==> src/rtl/tl_line_if.sv <==
// TileLink UH A/D channel pair (64-bit data) between a line initiator and its target.
interface tl_line_if #(
  parameter int ADDRESS_WIDTH = 32,
  parameter int SOURCE_WIDTH  = 2
);
  logic                     tl_a_valid;
  logic                     tl_a_ready;
  logic [2:0]               tl_a_opcode;
  logic [2:0]               tl_a_param;
  logic [SOURCE_WIDTH-1:0]  tl_a_source;
  logic [ADDRESS_WIDTH-1:0] tl_a_address;
  logic [2:0]               tl_a_size;
  logic [7:0]               tl_a_mask;
  logic [63:0]              tl_a_data;
  logic                     tl_a_corrupt;

  logic                     tl_d_valid;
  logic                     tl_d_ready;
  logic [2:0]               tl_d_opcode;
  logic [1:0]               tl_d_param;
  logic [SOURCE_WIDTH-1:0]  tl_d_source;
  logic [2:0]               tl_d_size;
  logic                     tl_d_denied;
  logic [63:0]              tl_d_data;
  logic                     tl_d_corrupt;

  modport master (
    output tl_a_valid, tl_a_opcode, tl_a_param, tl_a_source, tl_a_address,
           tl_a_size, tl_a_mask, tl_a_data, tl_a_corrupt,
    input  tl_a_ready,
    input  tl_d_valid, tl_d_opcode, tl_d_param, tl_d_source, tl_d_size,
           tl_d_denied, tl_d_data, tl_d_corrupt,
    output tl_d_ready
  );

  modport slave (
    input  tl_a_valid, tl_a_opcode, tl_a_param, tl_a_source, tl_a_address,
           tl_a_size, tl_a_mask, tl_a_data, tl_a_corrupt,
    output tl_a_ready,
    output tl_d_valid, tl_d_opcode, tl_d_param, tl_d_source, tl_d_size,
           tl_d_denied, tl_d_data, tl_d_corrupt,
    input  tl_d_ready
  );
endinterface

==> src/rtl/tl_line_master.sv <==
// TileLink line initiator: 64-byte Get / PutFull bursts with source-ID allocation.
// Optional sticky D-channel error flag enabled by defining TL_LINE_MASTER_ERR_EN.
//
// state | meaning
// IDLE  | waiting for a client request; req_ready while any source is free
// GET   | presenting the single Get beat on A
// PUT   | streaming 8 PutFull beats straight from the client write stream
module tl_line_master #(
  parameter int ADDRESS_WIDTH = 32,
  parameter int SOURCE_WIDTH  = 2
) (
  input  logic                     clk,
  input  logic                     reset,

  input  logic                     req_valid,
  output logic                     req_ready,
  input  logic                     req_write,
  input  logic [ADDRESS_WIDTH-1:0] req_addr,
  output logic [SOURCE_WIDTH-1:0]  req_source,

  input  logic [63:0]              wdata,
  input  logic                     wdata_valid,
  output logic                     wdata_ready,

  output logic [63:0]              rdata,
  output logic                     rdata_valid,
  input  logic                     rdata_ready,
  output logic                     rdata_last,
  output logic [SOURCE_WIDTH-1:0]  rdata_source,

  output logic                     wr_done,
  output logic [SOURCE_WIDTH-1:0]  wr_done_source,
  output logic                     busy,
  output logic                     err,

  tl_line_if.master                tl
);

  localparam int NUM_SOURCES = 1 << SOURCE_WIDTH;

  typedef enum logic [1:0] {IDLE, GET, PUT} state_t;

  state_t                   state, state_next;
  logic [NUM_SOURCES-1:0]   free, free_next;
  logic [SOURCE_WIDTH-1:0]  alloc_source;
  logic [ADDRESS_WIDTH-1:0] line_addr;
  logic [SOURCE_WIDTH-1:0]  a_source;
  logic [2:0]               a_beat, a_beat_next;
  logic [2:0]               d_beat;
  logic                     accept;
  logic                     d_fire, is_read, is_ack, read_done, ack_done, complete;
  logic                     wr_done_flag;
  logic [SOURCE_WIDTH-1:0]  wr_done_id;

  // Downward scan so the lowest free index wins.
  always_comb begin
    alloc_source = '0;
    for (int i = NUM_SOURCES - 1; i >= 0; i--) begin
      if (free[i]) alloc_source = SOURCE_WIDTH'(i);
    end
  end

  assign req_source = alloc_source;

  always_comb begin
    state_next     = state;
    a_beat_next    = a_beat;
    accept         = 1'b0;
    req_ready      = 1'b0;
    wdata_ready    = 1'b0;
    tl.tl_a_valid  = 1'b0;
    tl.tl_a_opcode = 3'd4;
    case (state)
      IDLE: begin
        req_ready = |free;
        if (req_valid && req_ready) begin
          accept      = 1'b1;
          a_beat_next = '0;
          state_next  = req_write ? PUT : GET;
        end
      end
      GET: begin
        tl.tl_a_valid  = 1'b1;
        tl.tl_a_opcode = 3'd4;
        if (tl.tl_a_ready) state_next = IDLE;
      end
      PUT: begin
        tl.tl_a_valid  = wdata_valid;
        tl.tl_a_opcode = 3'd0;
        wdata_ready    = tl.tl_a_ready;
        if (wdata_valid && tl.tl_a_ready) begin
          a_beat_next = a_beat + 3'd1;
          if (a_beat == 3'd7) state_next = IDLE;
        end
      end
      default: state_next = IDLE;
    endcase
  end

  assign tl.tl_a_param   = 3'd0;
  assign tl.tl_a_size    = 3'd6;
  assign tl.tl_a_mask    = 8'hFF;
  assign tl.tl_a_corrupt = 1'b0;
  assign tl.tl_a_source  = a_source;
  assign tl.tl_a_address = line_addr;
  assign tl.tl_a_data    = wdata;

  // D side runs independently of the A FSM; only ReadData exerts backpressure.
  assign is_read      = (tl.tl_d_opcode == 3'd1);
  assign is_ack       = (tl.tl_d_opcode == 3'd0);
  assign tl.tl_d_ready = is_read ? rdata_ready : 1'b1;
  assign d_fire       = tl.tl_d_valid && tl.tl_d_ready;
  assign rdata        = tl.tl_d_data;
  assign rdata_valid  = tl.tl_d_valid && is_read;
  assign rdata_last   = is_read && (d_beat == 3'd7);
  assign rdata_source = tl.tl_d_source;
  assign read_done    = d_fire && is_read && (d_beat == 3'd7);
  assign ack_done     = d_fire && is_ack;
  assign complete     = read_done || ack_done;

  always_comb begin
    free_next = free;
    if (accept)   free_next[alloc_source]   = 1'b0;
    if (complete) free_next[tl.tl_d_source] = 1'b1;
  end

  always_ff @(posedge clk or posedge reset) begin
    if (reset) begin
      state        <= IDLE;
      free         <= '1;
      line_addr    <= '0;
      a_source     <= '0;
      a_beat       <= '0;
      d_beat       <= '0;
      wr_done_flag <= 1'b0;
      wr_done_id   <= '0;
    end else begin
      state        <= state_next;
      free         <= free_next;
      a_beat       <= a_beat_next;
      wr_done_flag <= ack_done;
      if (accept) begin
        line_addr <= {req_addr[ADDRESS_WIDTH-1:6], 6'b0};
        a_source  <= alloc_source;
      end
      if (d_fire && is_read) d_beat <= d_beat + 3'd1;
      if (ack_done) wr_done_id <= tl.tl_d_source;
    end
  end

  assign wr_done        = wr_done_flag;
  assign wr_done_source = wr_done_id;
  assign busy           = (state != IDLE) || !(&free);

`ifdef TL_LINE_MASTER_ERR_EN
  logic err_flag;

  always_ff @(posedge clk or posedge reset) begin
    if (reset) begin
      err_flag <= 1'b0;
    end else if (d_fire && (tl.tl_d_denied || tl.tl_d_corrupt || !(is_read || is_ack) ||
                            (complete && free[tl.tl_d_source]))) begin
      err_flag <= 1'b1;
    end
  end

  assign err = err_flag;
`else
  assign err = 1'b0;
`endif

  logic unused_inputs;
  assign unused_inputs = ^{tl.tl_d_param, tl.tl_d_size, tl.tl_d_denied, tl.tl_d_corrupt, req_addr[5:0]};

endmodule

==> src/flat_wrapper.sv <==
// flat-port wrapper written by rule: the top's interface ports become plain ports
module tl_line_master_flat 
#(
  parameter int ADDRESS_WIDTH = 32,
  parameter int SOURCE_WIDTH  = 2
)
  (clk, reset, req_valid, req_ready, req_write, req_addr, req_source, wdata, wdata_valid, wdata_ready, rdata, rdata_valid, rdata_ready, rdata_last, rdata_source, wr_done, wr_done_source, busy, err, tl_tl_a_valid, tl_tl_a_opcode, tl_tl_a_param, tl_tl_a_source, tl_tl_a_address, tl_tl_a_size, tl_tl_a_mask, tl_tl_a_data, tl_tl_a_corrupt, tl_tl_a_ready, tl_tl_d_valid, tl_tl_d_opcode, tl_tl_d_param, tl_tl_d_source, tl_tl_d_size, tl_tl_d_denied, tl_tl_d_data, tl_tl_d_corrupt, tl_tl_d_ready);
  tl_line_if #(.ADDRESS_WIDTH(ADDRESS_WIDTH), .SOURCE_WIDTH(SOURCE_WIDTH)) tl_i ();
  input  logic clk;
  input  logic reset;
  input  logic req_valid;
  output logic req_ready;
  input  logic req_write;
  input  logic [ADDRESS_WIDTH-1:0] req_addr;
  output logic [SOURCE_WIDTH-1:0] req_source;
  input  logic [63:0] wdata;
  input  logic wdata_valid;
  output logic wdata_ready;
  output logic [63:0] rdata;
  output logic rdata_valid;
  input  logic rdata_ready;
  output logic rdata_last;
  output logic [SOURCE_WIDTH-1:0] rdata_source;
  output logic wr_done;
  output logic [SOURCE_WIDTH-1:0] wr_done_source;
  output logic busy;
  output logic err;
  output wire logic [$bits(tl_i.tl_a_valid)-1:0] tl_tl_a_valid;
  output wire logic [$bits(tl_i.tl_a_opcode)-1:0] tl_tl_a_opcode;
  output wire logic [$bits(tl_i.tl_a_param)-1:0] tl_tl_a_param;
  output wire logic [$bits(tl_i.tl_a_source)-1:0] tl_tl_a_source;
  output wire logic [$bits(tl_i.tl_a_address)-1:0] tl_tl_a_address;
  output wire logic [$bits(tl_i.tl_a_size)-1:0] tl_tl_a_size;
  output wire logic [$bits(tl_i.tl_a_mask)-1:0] tl_tl_a_mask;
  output wire logic [$bits(tl_i.tl_a_data)-1:0] tl_tl_a_data;
  output wire logic [$bits(tl_i.tl_a_corrupt)-1:0] tl_tl_a_corrupt;
  input wire logic [$bits(tl_i.tl_a_ready)-1:0] tl_tl_a_ready;
  input wire logic [$bits(tl_i.tl_d_valid)-1:0] tl_tl_d_valid;
  input wire logic [$bits(tl_i.tl_d_opcode)-1:0] tl_tl_d_opcode;
  input wire logic [$bits(tl_i.tl_d_param)-1:0] tl_tl_d_param;
  input wire logic [$bits(tl_i.tl_d_source)-1:0] tl_tl_d_source;
  input wire logic [$bits(tl_i.tl_d_size)-1:0] tl_tl_d_size;
  input wire logic [$bits(tl_i.tl_d_denied)-1:0] tl_tl_d_denied;
  input wire logic [$bits(tl_i.tl_d_data)-1:0] tl_tl_d_data;
  input wire logic [$bits(tl_i.tl_d_corrupt)-1:0] tl_tl_d_corrupt;
  output wire logic [$bits(tl_i.tl_d_ready)-1:0] tl_tl_d_ready;
  assign tl_tl_a_valid = tl_i.tl_a_valid;
  assign tl_tl_a_opcode = tl_i.tl_a_opcode;
  assign tl_tl_a_param = tl_i.tl_a_param;
  assign tl_tl_a_source = tl_i.tl_a_source;
  assign tl_tl_a_address = tl_i.tl_a_address;
  assign tl_tl_a_size = tl_i.tl_a_size;
  assign tl_tl_a_mask = tl_i.tl_a_mask;
  assign tl_tl_a_data = tl_i.tl_a_data;
  assign tl_tl_a_corrupt = tl_i.tl_a_corrupt;
  assign tl_i.tl_a_ready = tl_tl_a_ready;
  assign tl_i.tl_d_valid = tl_tl_d_valid;
  assign tl_i.tl_d_opcode = tl_tl_d_opcode;
  assign tl_i.tl_d_param = tl_tl_d_param;
  assign tl_i.tl_d_source = tl_tl_d_source;
  assign tl_i.tl_d_size = tl_tl_d_size;
  assign tl_i.tl_d_denied = tl_tl_d_denied;
  assign tl_i.tl_d_data = tl_tl_d_data;
  assign tl_i.tl_d_corrupt = tl_tl_d_corrupt;
  assign tl_tl_d_ready = tl_i.tl_d_ready;
  tl_line_master #(.ADDRESS_WIDTH(ADDRESS_WIDTH), .SOURCE_WIDTH(SOURCE_WIDTH)) u_core (.clk(clk), .reset(reset), .req_valid(req_valid), .req_ready(req_ready), .req_write(req_write), .req_addr(req_addr), .req_source(req_source), .wdata(wdata), .wdata_valid(wdata_valid), .wdata_ready(wdata_ready), .rdata(rdata), .rdata_valid(rdata_valid), .rdata_ready(rdata_ready), .rdata_last(rdata_last), .rdata_source(rdata_source), .wr_done(wr_done), .wr_done_source(wr_done_source), .busy(busy), .err(err), .tl(tl_i));
endmodule
==> config.mk <==
export PLATFORM = sky130hd
export DESIGN_NAME = tl_line_master_flat
export DESIGN_NICKNAME = d
export VERILOG_FILES = /design/src/rtl/tl_line_if.sv /design/src/rtl/tl_line_master.sv /design/src/flat_wrapper.sv
export SDC_FILE = /design/constraint.sdc
export NUM_CORES = 1
export LEC_CHECK = 0
export ABC_AREA = 1
export BUFFER_PORTS_ARGS = -buffer_cell sky130_fd_sc_hd__buf_4
export CORE_AREA = 10 10 137 139
export CTS_CLUSTER_SIZE = 10
export DETAILED_ROUTE_END_ITERATION = 6
export DIE_AREA = 0 0 147 149
export GPL_TIMING_DRIVEN = 0
export PLACE_DENSITY = 0.55
export SLEW_MARGIN = 30
export SYNTH_ARGS = -nofsm -noshare
export SYNTH_HDL_FRONTEND = slang
export SYNTH_SLANG_ARGS = --single-unit
export TNS_END_PERCENT = 100
==> constraint.sdc <==
create_clock -name clk -period 2.44 [get_ports clk]
set_input_delay 0.366 -clock clk [delete_from_list [all_inputs] [get_ports clk]]
set_output_delay 0.366 -clock clk [all_outputs]
set_load 0.01 [all_outputs]
Word-level counts from Yosys, hierarchy flattened --
Cells that the tools add are included.
Operators by class: add/sub/neg operators 2, magnitude comparators 4, equal/unequal tests 9, muxes and demuxes 26, bitwise gates (word level) 3, reduce and logical (&&, ||, !) cells 21
Operators with widths (number):
- $mux 2 | 9
- $logic_and 1x1->1 | 10
- $mux 3 | 3
- $mux 4 | 2
- $reduce_and 4->1 | 2
- $mux 1 | 7
- $add 3x1->3 const B | 2
- $eq 3x3->1 const B | 2
- $lt 2x3->1 const B | 2
- $ne 2x1->1 const B | 3
- $pmux 2 s3 | 1
- $pmux 3 s2 | 1
- $and 4x4->4 | 1
- $demux 1 s2 | 2
- $ge 2x1->1 const B | 2
- $not 4->4 | 1
- $or 4x4->4 | 1
- $reduce_bool 2->1 | 2
- $reduce_or 4->1 | 1
- $eq 3x1->1 const B | 1
- $logic_not 3->1 | 1
- $reduce_and 3->1 | 1
- $eq 2x1->1 const B | 1
- $eq 2x2->1 const B | 1
- other kinds (5) | 6
Word-level totals: register bits 43, input port bits 180, output and inout bits 195, word-level logic and storage cells 73

Depth between registers and ports, before layout --
word-level depth 13, mapped depth 9, depth with buffers taken out 9

Least setup slack after synthesis --
Ideal clock, no wire load.
kind register -> output, from register u_core.state[0], to output port tl_tl_a_valid, arrival time 1153 ps, slack 921 ps, stages on the path, launching flop included 6, buffers on the path 1, path through dfrtp_1 -> inv_1 -> ha_1 -> clkbuf_1 -> nand2_1 -> a21boi_0
On the way: word-level cells in the longest chain between the ends 2, elaborated cells on any way between the ends 3, classes of those cells eq/ne (2); mux (1)
Ends and longest elaborated chain:
- start, declared | RTL line tl_line_master.sv:43 | state_t state, state_next;
- start signal, assigned | RTL line tl_line_master.sv:138 | state <= state_next;
- $eq 2x2->1 / $eq 2x1->1 (equally long branches) | RTL line tl_line_master.sv:73 | case (state)
- $pmux 1 s2 * | RTL line tl_line_master.sv:73
- end, declared | RTL line flat_wrapper.sv:28 | output wire logic [$bits(tl_i.tl_a_valid)-1:0] tl_tl_a_valid;
Every way passes the cells marked *; elsewhere a longest branch is shown, timed or not.

Worst setup path in the final report --
Same ends and word-level chain as after synthesis.

==> results.md <==
* Crit path cell chain: inv_1, ha_1, clkbuf_1, nand2_1, a21boi_0, buf_4
* # fillers at ~1800
* Largest net degree at the start of global routing at 44
* Initial antenna violation count at 0
* Worst-Margin Slew at ~0.57 ns
* GR Overflow Total at 0
* DP Area at 0.00506 sq mm
* Worst hold slack at 0.150 ns
* Post-synth EDFFs at 0
* Global-route usage over all layers at 10.7%
* Deepest clock path buffer count at 2
* Commonest non-fill, non-tap cell in the layout: buf_4
* RSZ-0062 raised after global routing: false
* Fin crit period at 1.96 ns
* Chip Height at 149 microns
* Final Cell Area at 0.00522 sq mm
* Register bit count reported by yosys at 43
* Worst hold path type: input pin to asynchronous set/reset pin
* Iter 0 DRT Violations at 57
* Reg clk slew, reported paths at 0.06 ns
* Gate Count Post-Synth at 393
* Status: completed
* Post-place setup slack at around 0.76 ns
* Detailed Place HPWL at approximately 12000 microns
* Worst skew pair latency at 0.29 ns
* Ys Warns at 0
* Vias in the first global route at 3184
* Adder-Cell Fraction of Synth Area at under 10%
* Pwr dens at 762 mW/mm^2
* Final Hold Viols at 0
* Detail Route Antenna Nets at 0
* Ys async rst share at 100%
* Simple-gate portion of the synthesized area at 18.8%
* Required time of the critical path at 2.07 ns
* Post_cts resized at 0
* CTS Hold Buffers Added at 0
* Std-Cell Core Area at 0.0162 sq mm
* Top Ports at approximately 380
* Fraction of layout cells with a size suffix above 1 at 60.9%
* Library cells used by synthesis at 23
* Final period util at 80.4%
* Antenna cell count at 0
* Worst slew margin at 62.0%
* Chip Width at 147 microns
* Setup Fix Bufs, Post-CTS at 0
* Worst Setup Start Kind: flop
* Initial Util at 19.4%
* CP peak stage delay at 0.40 ns
* Critical path's slowest cell: dfrtp_1
* Mux contribution to synthesized area at 0%
* CTS sink cnt at 43
* Compound-gate portion of the synthesized area at 1.84%
* Final worst setup slack at 0.478 ns
* Final wirelength at 13100 microns
* CP delay by family, top: buffers and inverters
* Post-DR wirelength/cell at around 15 microns
* Leakage power at 3.02 nW
* First-pass GRT wire length at between 15000 and 20000 microns
* TritonRoute pass-1 iters at 4
* Die Area at around 0.022 sq mm
* Most frequent cells in the layout: 364 x buf_4, 116 x nand2_1, 39 x dfrtp_1, 24 x conb_1, 23 x inv_1
* CTS tree: done
* DR vias/cell at ~3.4
* Setup Skew at about 0.0087 ns
* Sequential fraction of the synthesis area at ~34%
* Row cnt at 47
* CTS root buffer: clkbuf_16
* Slew Limit Fails at 0
* Fmax at 0.510 GHz
* Area growth, synth to finish at 66.5%
* Residual DRC count at 0
* Pwr Total at 3.98 mW
* CP Class: flop to primary output
* H-tree Lvls at 2
* Gpl congestion at 0.800
* Maximum vdd drop at 0.386 mV
* Maxcap violations at 0
* FF/Latch Area at 0.00108 sq mm
* PortBufs at 209
* Setup TNS at 0 ns
* Mapped Area at between 0.003 and 0.004 sq mm
* Syn Area/Cell at 7.98 sq um
* Num CTS Buffers at 5
* Setup crit end kind: primary output
* Xor and xnor area share after synthesis at less than 1%
* Layout net count at 818
* Via count at 2924
* Synth Flop Type: dfrtp_1
* CP Data Arrival Time at 1.60 ns
* Crit Path Max Fanout at 8
* WP buf/inv at 3
* Largest family of logic cells by synthesized area: buffers and inverters
* Endpoints failing setup at 0
* Area of the multi-input gates at 835 sq um
-- path summary, 6_finish.rpt --
path,start,end,slack (ns),cells past startpoint
min reg2reg,u_core.tl.tl_a_address[30],u_core.tl.tl_a_address[30],0.48,2
max reg2reg,u_core.state[0],u_core.a_beat[1],0.95,7
min in group clk,req_addr[17],u_core.tl.tl_a_address[17],0.26,3
min,reset,u_core.tl.tl_a_address[6],0.15,2
max,u_core.state[0],tl_tl_a_valid,0.48,6
max in group asynchronous,reset,u_core.state[0],1.91,2
-- final cells by class --
type | count | share of cell area (%)
clock buffer | 6 | 2.66
inverter | 25 | 1.89
timing repair buffer | 209 | 30.1
sequential | 43 | 20.7
clock inverter | 2 | 0.312
multi-input combinational | 187 | 16.0
buffer | 160 | 23.1
tap | 220 | 5.27
-- registers in the layout, summed over array words and instances (netlist names) --
register                cells
u_core.tl.tl_a_source       2
u_core.a_beat               3
u_core.state                2
u_core.d_beat               3
u_core.free                 4
u_core.wr_done              1
u_core.tl.tl_a_address     26
u_core.wr_done_source       2
-- cell families (layout without fill, tap and decap cells) --
group           count (synthesis)  in the layout
buf+inv                       185            402
compound gates                 11             11
other cells                     2             24
simple gates                  144            144
flops                          43             43
fa+ha+maj                       7              7
xor+xnor                        1              1
-- stage by stage --
stage                     cells  utilization (%)
after floorplan             415                -
after global placement      844             31.3
after detailed placement    844             31.3
after CTS                   852             32.3
after global routing        852             32.3
final                       852             32.3
-- cell usage after synthesis (2+ instances only) --
cell type / number / share of area, %
dfrtp_1: 39 / 31
o21ai_0: 7 / 1.1
nand3_1: 9 / 1.4
conb_1: 2 / 0.24
nor3_1: 4 / 0.64
buf_6: 3 / 1.1
nand4_1: 6 / 1.2
ha_1: 7 / 2.8
a21oi_1: 2 / 0.32
nand2_1: 116 / 14
nor2_1: 6 / 0.72
buf_4: 155 / 37
inv_1: 24 / 2.9
dfstp_2: 4 / 3.4
-- routing by layer --
| layer | track usage (%) | part of all wire, % | vias to the layer above |
|---|---|---|---|
| met2 | 18.9 | 51 | 177 |
| met3 | 5.73 | 11 | 4 |
| met1 | 11.4 | 38 | 1249 |
| met5 | 0 | 0 | - |
| li1 | - | - | 1494 |
| met4 | 1.34 | 0.23 | 0 |
-- report_power, final --
| group | internal (mW) | switching [mW] | leakage, nW |
|---|---|---|---|
| Clock | 0.409 | 0.294 | 0.0731 |
| Sequential | 1.03 | 0.190 | 0.535 |
| Combinational | 0.984 | 1.07 | 2.41 |
| Total | 2.43 | 1.55 | 3.02 |
(Power assumes the default switching activity.)
